===== src/rtl/seg7_scanner_pkg.sv =====
// rtl/seg7_scanner_pkg.sv - shared types, hex font and segment encoder for the seven-segment scanner
package seg7_pkg;

  localparam int DIGITS = 4;
  localparam int VAL_W  = 4 * DIGITS;

  typedef logic [3:0] nibble_t;
  typedef logic [7:0] seg_t;

  // g..a, active-low, indexed by nibble value
  localparam logic [6:0] FONT [16] = '{
    7'h40, 7'h79, 7'h24, 7'h30, 7'h19, 7'h12, 7'h02, 7'h78,
    7'h00, 7'h10, 7'h08, 7'h03, 7'h46, 7'h21, 7'h06, 7'h0E
  };

  localparam logic [6:0]        SEG_BLANK = 7'h7F;
  localparam seg_t              SEG_OFF   = 8'hFF;
  localparam logic [DIGITS-1:0] SEL_OFF   = '1;

  // dp is kept independent of blanking so a halted core is always visible
  function automatic seg_t seg_encode(input nibble_t nib, input logic blank, input logic dp);
    logic [6:0] w_glyph;
    w_glyph = blank ? SEG_BLANK : FONT[nib];
    return {~dp, w_glyph};
  endfunction

endpackage


===== src/rtl/seg7_scanner_if.sv =====
// rtl/seg7_scanner_if.sv - core-side value/halt inputs and board-side segment pins
interface seg7_scanner_if;
  import seg7_pkg::*;

  logic                in_valid;
  logic [VAL_W-1:0]    in_value;
  logic                in_halt;
  seg_t                SEG;
  logic [DIGITS-1:0]   SEG_SEL;

  modport master (
    output in_valid,
    output in_value,
    output in_halt,
    input  SEG,
    input  SEG_SEL
  );

  modport slave (
    input  in_valid,
    input  in_value,
    input  in_halt,
    output SEG,
    output SEG_SEL
  );

endinterface


===== src/rtl/seg7_scanner_decode.sv =====
// rtl/seg7_scanner_decode.sv - combinational nibble/blank/dp to active-low segment lookup
module seg7_decode
  import seg7_pkg::*;
(
  input  nibble_t i_nibble,
  input  logic    i_blank,
  input  logic    i_dp,
  output seg_t    o_seg
);

  assign o_seg = seg_encode(i_nibble, i_blank, i_dp);

endmodule


===== src/rtl/seg7_scanner.sv =====
// rtl/seg7_scanner.sv - four-digit multiplexed hex display with frame-synchronous value commit
module seg7_scanner
  import seg7_pkg::*;
#(
  parameter int REFRESH_DIV = 50000,
  parameter int BLANK_LZ    = 1
) (
  input  logic            clk,
  input  logic            rst,
  seg7_scanner_if.slave   bus
);

  localparam int DIG_W = $clog2(DIGITS);

  logic [19:0]        r_div_cnt;
  logic [DIG_W-1:0]   r_dig;
  logic [VAL_W-1:0]   r_pend_val;
  logic               r_pend_flag;
  logic [VAL_W-1:0]   r_disp_val;
  logic               r_halt_q;
  seg_t               r_seg;
  logic [DIGITS-1:0]  r_sel;

  logic               w_tick;
  logic               w_frame;
  logic [DIG_W-1:0]   w_dig_nxt;
  logic [VAL_W-1:0]   w_disp_nxt;
  logic [VAL_W-1:0]   w_upper;
  logic               w_blank;
  logic               w_dp;
  seg_t               w_seg;
  logic [DIGITS-1:0]  w_sel;

  assign w_tick    = (r_div_cnt == 20'(REFRESH_DIV - 1));
  assign w_dig_nxt = r_dig + DIG_W'(1);
  assign w_frame   = w_tick && (r_dig == DIG_W'(DIGITS - 1));

  // A strobe landing on the boundary bypasses the pending register
  always_comb begin
    w_disp_nxt = r_disp_val;
    if (w_frame) begin
      if (bus.in_valid) begin
        w_disp_nxt = bus.in_value;
      end else if (r_pend_flag) begin
        w_disp_nxt = r_pend_val;
      end
    end
  end

  // Digit k sees nibbles k and above in w_upper; all-zero means it is a leading zero
  assign w_upper = w_disp_nxt >> {w_dig_nxt, 2'b00};
  assign w_blank = (BLANK_LZ != 0) && (w_dig_nxt != '0) && (w_upper == '0);
  assign w_dp    = (w_dig_nxt == '0) && r_halt_q;
  assign w_sel   = ~(DIGITS'(1) << w_dig_nxt);

  seg7_decode u_decode (
    .i_nibble (w_upper[3:0]),
    .i_blank  (w_blank),
    .i_dp     (w_dp),
    .o_seg    (w_seg)
  );

  always_ff @(posedge clk or posedge rst) begin
    if (rst) begin
      r_div_cnt   <= '0;
      r_dig       <= '1;
      r_pend_val  <= '0;
      r_pend_flag <= 1'b0;
      r_disp_val  <= '0;
      r_halt_q    <= 1'b0;
      r_seg       <= SEG_OFF;
      r_sel       <= SEL_OFF;
    end else begin
      r_halt_q   <= bus.in_halt;
      r_disp_val <= w_disp_nxt;

      if (w_tick) begin
        r_div_cnt <= '0;
        r_dig     <= w_dig_nxt;
        r_seg     <= w_seg;
        r_sel     <= w_sel;
      end else begin
        r_div_cnt <= r_div_cnt + 20'd1;
      end

      if (bus.in_valid && !w_frame) begin
        r_pend_val  <= bus.in_value;
        r_pend_flag <= 1'b1;
      end else if (w_frame) begin
        r_pend_flag <= 1'b0;
      end
    end
  end

  assign bus.SEG     = r_seg;
  assign bus.SEG_SEL = r_sel;

endmodule


===== src/flat_wrapper.sv =====
// flat-port wrapper written by rule: the top's interface ports become plain ports
module seg7_scanner_flat import seg7_pkg::*;
#(
  parameter int REFRESH_DIV = 50000,
  parameter int BLANK_LZ    = 1
)
  (clk, rst, bus_in_valid, bus_in_value, bus_in_halt, bus_SEG, bus_SEG_SEL);
  seg7_scanner_if bus_i ();
  input  logic clk;
  input  logic rst;
  input wire logic [$bits(bus_i.in_valid)-1:0] bus_in_valid;
  input wire logic [$bits(bus_i.in_value)-1:0] bus_in_value;
  input wire logic [$bits(bus_i.in_halt)-1:0] bus_in_halt;
  output wire logic [$bits(bus_i.SEG)-1:0] bus_SEG;
  output wire logic [$bits(bus_i.SEG_SEL)-1:0] bus_SEG_SEL;
  assign bus_i.in_valid = bus_in_valid;
  assign bus_i.in_value = bus_in_value;
  assign bus_i.in_halt = bus_in_halt;
  assign bus_SEG = bus_i.SEG;
  assign bus_SEG_SEL = bus_i.SEG_SEL;
  seg7_scanner #(.REFRESH_DIV(REFRESH_DIV), .BLANK_LZ(BLANK_LZ)) u_core (.clk(clk), .rst(rst), .bus(bus_i));
endmodule

===== config.mk =====
export PLATFORM = sky130hd
export DESIGN_NAME = seg7_scanner_flat
export DESIGN_NICKNAME = d
export VERILOG_FILES = /design/src/rtl/seg7_scanner_pkg.sv /design/src/rtl/seg7_scanner_if.sv /design/src/rtl/seg7_scanner_decode.sv /design/src/rtl/seg7_scanner.sv /design/src/flat_wrapper.sv
export SDC_FILE = /design/constraint.sdc
export NUM_CORES = 1
export LEC_CHECK = 0
export ABC_AREA = 1
export BUFFER_PORTS_ARGS = -buffer_cell sky130_fd_sc_hd__clkbuf_2
export CAP_MARGIN = 30
export CORE_ASPECT_RATIO = 1.2
export CORE_MARGIN = 3
export CORE_UTILIZATION = 48
export DETAILED_ROUTE_END_ITERATION = 16
export PLACE_DENSITY = 0.73
export SYNTH_ARGS = -nofsm -noshare
export SYNTH_HDL_FRONTEND = slang
export SYNTH_SLANG_ARGS = --single-unit

===== constraint.sdc =====
create_clock -name clk -period 7.2 [get_ports clk]
set_input_delay 1.08 -clock clk [delete_from_list [all_inputs] [get_ports clk]]
set_output_delay 1.08 -clock clk [all_outputs]
set_load 0.1 [all_outputs]

# Yosys cells after proc, flatten, opt, wreduce, memory -nomap -nowiden
# Memory sizes are Yosys's and may differ from the RTL's.
# Index checks and enable logic that the tools add are counted.
[word_totals] regBits=68 elab_cells=37 input_bits=20 memories=1 out_inout_bits=12 romBits=112
[classes] n_eq_ne=2 bitwise_logic=3 n_shift=2 n_mux=9 n_addsub=2 n_lt_le_gt_ge=1 reduce_logical=9
[memory_table] name="(no name shown)" depth=16 word_bits=7 read_ports=1 rd_ports_with_merged_regs=0 wr=0 line_no="seg7_scanner_pkg.sv:23" text="w_glyph = blank ? SEG_BLANK : FONT[nib];"
[op_table] operator="2-to-1 mux 16 bit" n=3
[op_table] operator="2-to-1 mux 7 bit" n=3
[op_table] operator="adder 20 x 1 -> 20 bit, second input constant" n=1
[op_table] operator="== test 20 x 16 -> 1 bit, second input constant" n=1
[op_table] operator="2-to-1 mux 20 bit" n=1
[op_table] operator="logical NOT 16 bit" n=1
[op_table] operator=">> shifter 16 x 4 -> 16 bit" n=1
[op_table] operator=">= comparator 5 bit, second input constant" n=1
[op_table] operator="NOT 4 -> 5 bit" n=1
[op_table] operator="logical AND 1 bit" n=4
[op_table] operator="NOT 4 bit" n=1
[op_table] operator="nonzero test 2 bit" n=2
[op_table] operator="<< shifter 1 x 2 -> 4 bit, first input constant" n=1
[op_table] operator="adder 2 x 1 -> 2 bit, second input constant" n=1
[op_table] operator="== test 2 bit, second input constant" n=1
[op_table] operator="logical NOT 2 bit" n=1
[op_table] operator="2-to-1 mux 1 bit" n=2
[op_table] operator="logical NOT 1 bit" n=1
[op_table] operator="NOT 1 bit" n=1

# Logic depth before layout (Yosys ltp)
[depth] word_depth=9 mapped_depth=20 mapped_depth_nobuf=20

# Cells and area by module
# From an unflattened synthesis, not the netlist that was laid out.
[hier_totals] cells_unflattened=552 area_unflattened_um2=4122.7
[by_module_without_submodules] mod="seg7_scanner" n_inst=1 cells_each=500 area_per_inst_um2=3826.2 seq_area_each_um2=1719.1
[by_module_without_submodules] mod="seg7_decode" n_inst=1 cells_each=52 area_per_inst_um2=296.5 seq_area_each_um2=0.0

# Worst setup path after synthesis
# OpenSTA, ideal clock, no wires.
[synth_timing] kind="in2reg" startpoint="input port bus_in_valid" endpoint="register u_core.r_seg[3], in the netlist u_core.bus.SEG[3]" required_ns=7.142 setup_ns=0.058 path_buffers=2 path_stages=16 setup_slack_ns=4.330 arrival_time_ns=2.812 cell_sequence="buf_2 -> clkbuf_1 -> nand2_1 -> nand3_1 -> nand4_1 -> nand2_1 -> nand2_1 -> nand3_1 -> nand2_1 -> ha_1 -> nand3b_1 -> nand2_1 -> nand2_1 -> nand3_1 -> nand2_1 -> inv_1"
[synth_between] elab_chain_len=8 elab_cells_between_ends=10
[synth_lines] element="from (decl)" line_no="flat_wrapper.sv:11" text="input wire logic [$bits(bus_i.in_valid)-1:0] bus_in_valid;"
[synth_lines] element="2-to-1 mux 16 bit *" line_no="seg7_scanner.sv:42" text="if (bus.in_valid) begin"
[synth_lines] element="2-to-1 mux 16 bit *" line_no="seg7_scanner.sv:41" text="if (w_frame) begin"
[synth_lines] element="net u_core.w_disp_nxt[4]" line_no="seg7_scanner.sv:27" text="logic [VAL_W-1:0] w_disp_nxt;"
[synth_lines] element=">> shifter 16 x 4 -> 16 bit *" line_no="seg7_scanner.sv:51" text="assign w_upper = w_disp_nxt >> {w_dig_nxt, 2'b00};"
[synth_lines] element="NOT 4 -> 5 bit (implied by the code)" line_no="seg7_scanner_pkg.sv:23"
[synth_lines] element="memory (16 x 7 bit)"
[synth_lines] element="2-to-1 mux 7 bit (implied by the code) (2 in a row)" line_no="seg7_scanner_pkg.sv:23"
[synth_lines] element="2-to-1 mux 7 bit *" line_no="seg7_scanner_pkg.sv:23"
[synth_lines] element="to (signal assigned)" line_no="seg7_scanner.sv:80" text="r_seg <= w_seg;"
[synth_lines] element="to (decl)" line_no="seg7_scanner.sv:21" text="seg_t r_seg;"
# Mark *: on every way through the listed nets, which the timed path passes. The rest lies on a longest branch. The select of a mux whose other input is x is not followed.
# A chain may end at the register's enable or synchronous reset.

# Worst setup path in the final report
[layout_timing] startpoint="register u_core.r_dig[0]" endpoint="register u_core.r_seg[1], in the netlist u_core.bus.SEG[1]"
[layout_between] elab_chain_len=9 elab_cells_between_ends=13
[layout_lines] element="from (decl)" line_no="seg7_scanner.sv:16" text="logic [DIG_W-1:0] r_dig;"
[layout_lines] element="from (signal assigned)" line_no="seg7_scanner.sv:79" text="r_dig <= w_dig_nxt;"
[layout_lines] element="== test 2 bit *" line_no="seg7_scanner.sv:36" text="assign w_frame = w_tick && (r_dig == DIG_W'(DIGITS - 1));"
[layout_lines] element="logical AND 1 bit *" line_no="seg7_scanner.sv:36"
[layout_lines] element="2-to-1 mux 16 bit *" line_no="seg7_scanner.sv:41"
[layout_lines] element="net u_core.w_disp_nxt[12]" line_no="seg7_scanner.sv:27"
[layout_lines] element=">> shifter 16 x 4 -> 16 bit *" line_no="seg7_scanner.sv:51"
[layout_lines] element="NOT 4 -> 5 bit (implied by the code)" line_no="seg7_scanner_pkg.sv:23"
[layout_lines] element="memory (16 x 7 bit)"
[layout_lines] element="2-to-1 mux 7 bit (implied by the code) (2 in a row)" line_no="seg7_scanner_pkg.sv:23"
[layout_lines] element="2-to-1 mux 7 bit *" line_no="seg7_scanner_pkg.sv:23"
# Marked as above.

==> results.cfg <==
[timing]
period_share = 0.471
finalSetupTns_ns = 0
drv_slew = 0
fin_skew_ns = 0.00786
fmax_mhz = 295
max_slew_margin = 0.431
setup_violations = 0
min_period_ns = 3.39
rsz0062_at_grt = no
final_hold_viol_count = 0
worst_slew_pin_slew_ns = 0.854

[synth]
synth_area_um2 = 4000
netlist_instances = 530
syn_avg_cell_area_um2 = 7.55
seq_area_frac_synth = 0.430
ys_types = 33
synth.net_count = 561
synth_warnings = 0
ys_ff_latch = 68

[final_layout]
n_fill_cell = 732
antenna_cells = 0
final_nets = 592
area_growth_pct = 11.8
design_area_um2 = 4470
final_layout_size_suffix_gt1_frac = 0.200

[setup_path]
end_kind = flip-flop
required_ns = 7.51
worst-path-max-fanout = 18
arrival_ns = 3.70
worstSetupPathType = flip-flop to flip-flop
startpoint_type = flip-flop
max_stage_delay_ns = 0.66
critical_path.startpoint = u_core.r_dig[0]
rr_startpoint = u_core.r_dig[0]
crit_top_cell = nand2_1
timing.critical_path.slowest_stage_cell = dfstp_2
path_cells = ha_1 -> nand4_1 -> nand2_1 -> nand2_1 -> nand2_1 -> nand3_1 -> nand2_1 -> ha_1 -> nand2_1 -> a21oi_1 -> nand3_2 -> nand2_2 -> nand2_4 -> nand3_1 -> nand2_1 -> inv_1

[die]
start_util = 0.508
dieHeight_um = 106
design.core.area_um2 = 7880
die_area_um2 = 9470
pin_count = 32
die_w_um = 89.4
rows = 35

[place]
routabilityCongestion = 0.886
port_buffers = 31
post-dp-hpwl_mm = 6.40
dpl_cell_area_um2 = 4220

[clock_network]
hold_buffers = 0
path_clk_slew_ns = 0.07
cts_max_level = 3
numCtsBuffers = 9
cts.sinks = 68
cts_tree = built
clk-insertion-delay-late_ns = 0.36
cts.path.max_buffers = 2
cts_setup_buffers = 0
post_cts_resized = 0
cts_root_buffer = clkbuf_8

[detailed_routing]
postRouteAntennaNets = 0
drtPass1Iterations = 4
route.detailed.drc = 0
drtIter0Drc = 231
vias = 3421
wl_per_cell_um = 13.2
routed_via_density = 5.20
wl_mm = 8.72

[status]
status = finished, final reports clean

[pwr]
power_frac_comb = 0.053
power_frac_clock = 0.470
p_leak_nw = 2.33
irDropWorstVdd_mv = 0.106
power_frac_seq = 0.477
switching_power_uw = 182
intPower_uw = 649
sw_frac_of_total = 0.219
p_per_area_nw_per_um2 = 186

[global_route]
gr-usage-met1 = 0.264
grt_max_degree = 69
antenna_found_initial = 0
grt_pass1_wl_mm = 15.2
use_met2 = 0.330
top_usage_layer = met2
grt_usage = 0.203
grt_pass1_vias = 3322
grt_overflow_total = 0
gr-usage-met3 = 0.0504

[flow_run]
drv_cap = 0

[worst_hold_path]
hp-class = flip-flop to flip-flop
hp-start = u_core.r_halt_q
==> cell type report <==
class | instances | area (um2) | area share
clock buffer | 10 | 138 | 0.0308
clock inverter | 6 | 111 | 0.0249
inverter | 61 | 229 | 0.0512
multi-input combinational | 389 | 2000 | 0.447
sequential | 68 | 1720 | 0.384
tap | 92 | 115 | 0.0257
timing repair buffer | 32 | 163 | 0.0364
==> cells in the final DEF, fill, tap and decap left out, types with 2 or more instances in the layout <==
cell type,instances
nor2_1,46
nand2_4,4
nand3_1,48
inv_2,8
dfstp_2,14
nand4_1,18
nand3b_1,2
a21oi_1,13
inv_1,53
nor2_2,4
mux2_2,15
nand2_2,7
or2_2,6
xor2_1,6
nand3_2,3
nand2_1,182
o21ai_0,11
dfrtp_1,54
clkbuf_2,31
clkbuf_8,10
bufinv_16,3
ha_1,11
nor3_1,3
==> power groups by stage <==
stage / clock [mW] / sequential, mW / combinational (mW)
floorplan: 0 / 0.402 / 0.0315
global placement: 0 / 0.403 / 0.0440
detailed placement: 0 / 0.403 / 0.0450
CTS: 0.400 / 0.396 / 0.0453
global route: 0.419 / 0.397 / 0.0511
finish: 0.391 / 0.396 / 0.0442
==> cells by family after synthesis <==
| family | synth area share |
|---|---|
| AOI/OAI and AO/OA | 0.0331 |
| xor gates and xnor gates | 0.0153 |
| adders and majority gates | 0.0344 |
| buffers and inverters | 0.0713 |
| DFF | 0.430 |
| muxes | 0.0422 |
| and+or+nand+nor | 0.374 |
==> critical path, delay by kind of cell, from the launching register on <==
| family | cells | cell delay, ns |
|---|---|---|
| buf+inv | 1 | 0.05 |
| simple gates | 12 | 1.66 |
| fa+ha+maj | 2 | 0.83 |
| compound gates | 1 | 0.15 |
| flops | 1 | 0.66 |
==> final timing paths <==
kind	to	slack, ns	cells after the start
setup / recovery	u_core.bus.SEG[1]	3.81	16
hold / removal	u_core.bus.SEG[7]	0.39	1
setup reg to reg	u_core.bus.SEG[1]	3.81	16
hold reg to reg	u_core.bus.SEG[7]	0.39	1
max in group asynchronous	u_core.r_disp_val[4]	5.69	3
min in group asynchronous	u_core.r_div_cnt[18]	0.95	3
==> sequential cells by signal, summed over array words and instances, names as in the netlist <==
register and flops:
u_core.r_div_cnt 20, u_core.r_disp_val 16, u_core.r_pend_val 16, u_core.bus.SEG 8, u_core.bus.SEG_SEL 4, u_core.r_dig 2, u_core.r_halt_q 1, u_core.r_pend_flag 1
==> per-layer routing <==
layer  up-vias  part of all wire
li1       1744                 -
met1      1581              0.45
met2        83              0.48
met3        13             0.054
met4         0             0.014
met5         -                 0
==> metrics by stage <==
step                      power, mW  setup WS, ns  cells  hold WS (ns)  utilization
after floorplan               0.433          4.33    530         0.364            -
after global placement        0.447          3.75    642         0.373        0.536
after detailed placement      0.448          3.69    642         0.383        0.536
after CTS                     0.841          3.81    658         0.394        0.567
after global routing          0.867          3.34    658         0.409        0.567
final                         0.831          3.81    658         0.391        0.567
==> synth_stat cells, drive strengths merged <==
library cell,number,share of area
or2,6,0.0094
xor2,6,0.013
mux2,15,0.042
nand4,18,0.028
buf,7,0.0094
nand2,193,0.19
xnor2,1,0.0022
nand3b,2,0.0038
clkbuf,5,0.0047
ha,11,0.034
dfrtp,54,0.34
and2,1,0.0016
nand3,52,0.072
inv,61,0.057
nor2,52,0.057
dfstp,14,0.092
nor3,4,0.0063
o21ai,12,0.015
a21oi,13,0.016
a211oi,1,0.0019
and3,1,0.0016
nor4,1,0.0016
No activity file was read; power rests on OpenSTA's default activity.
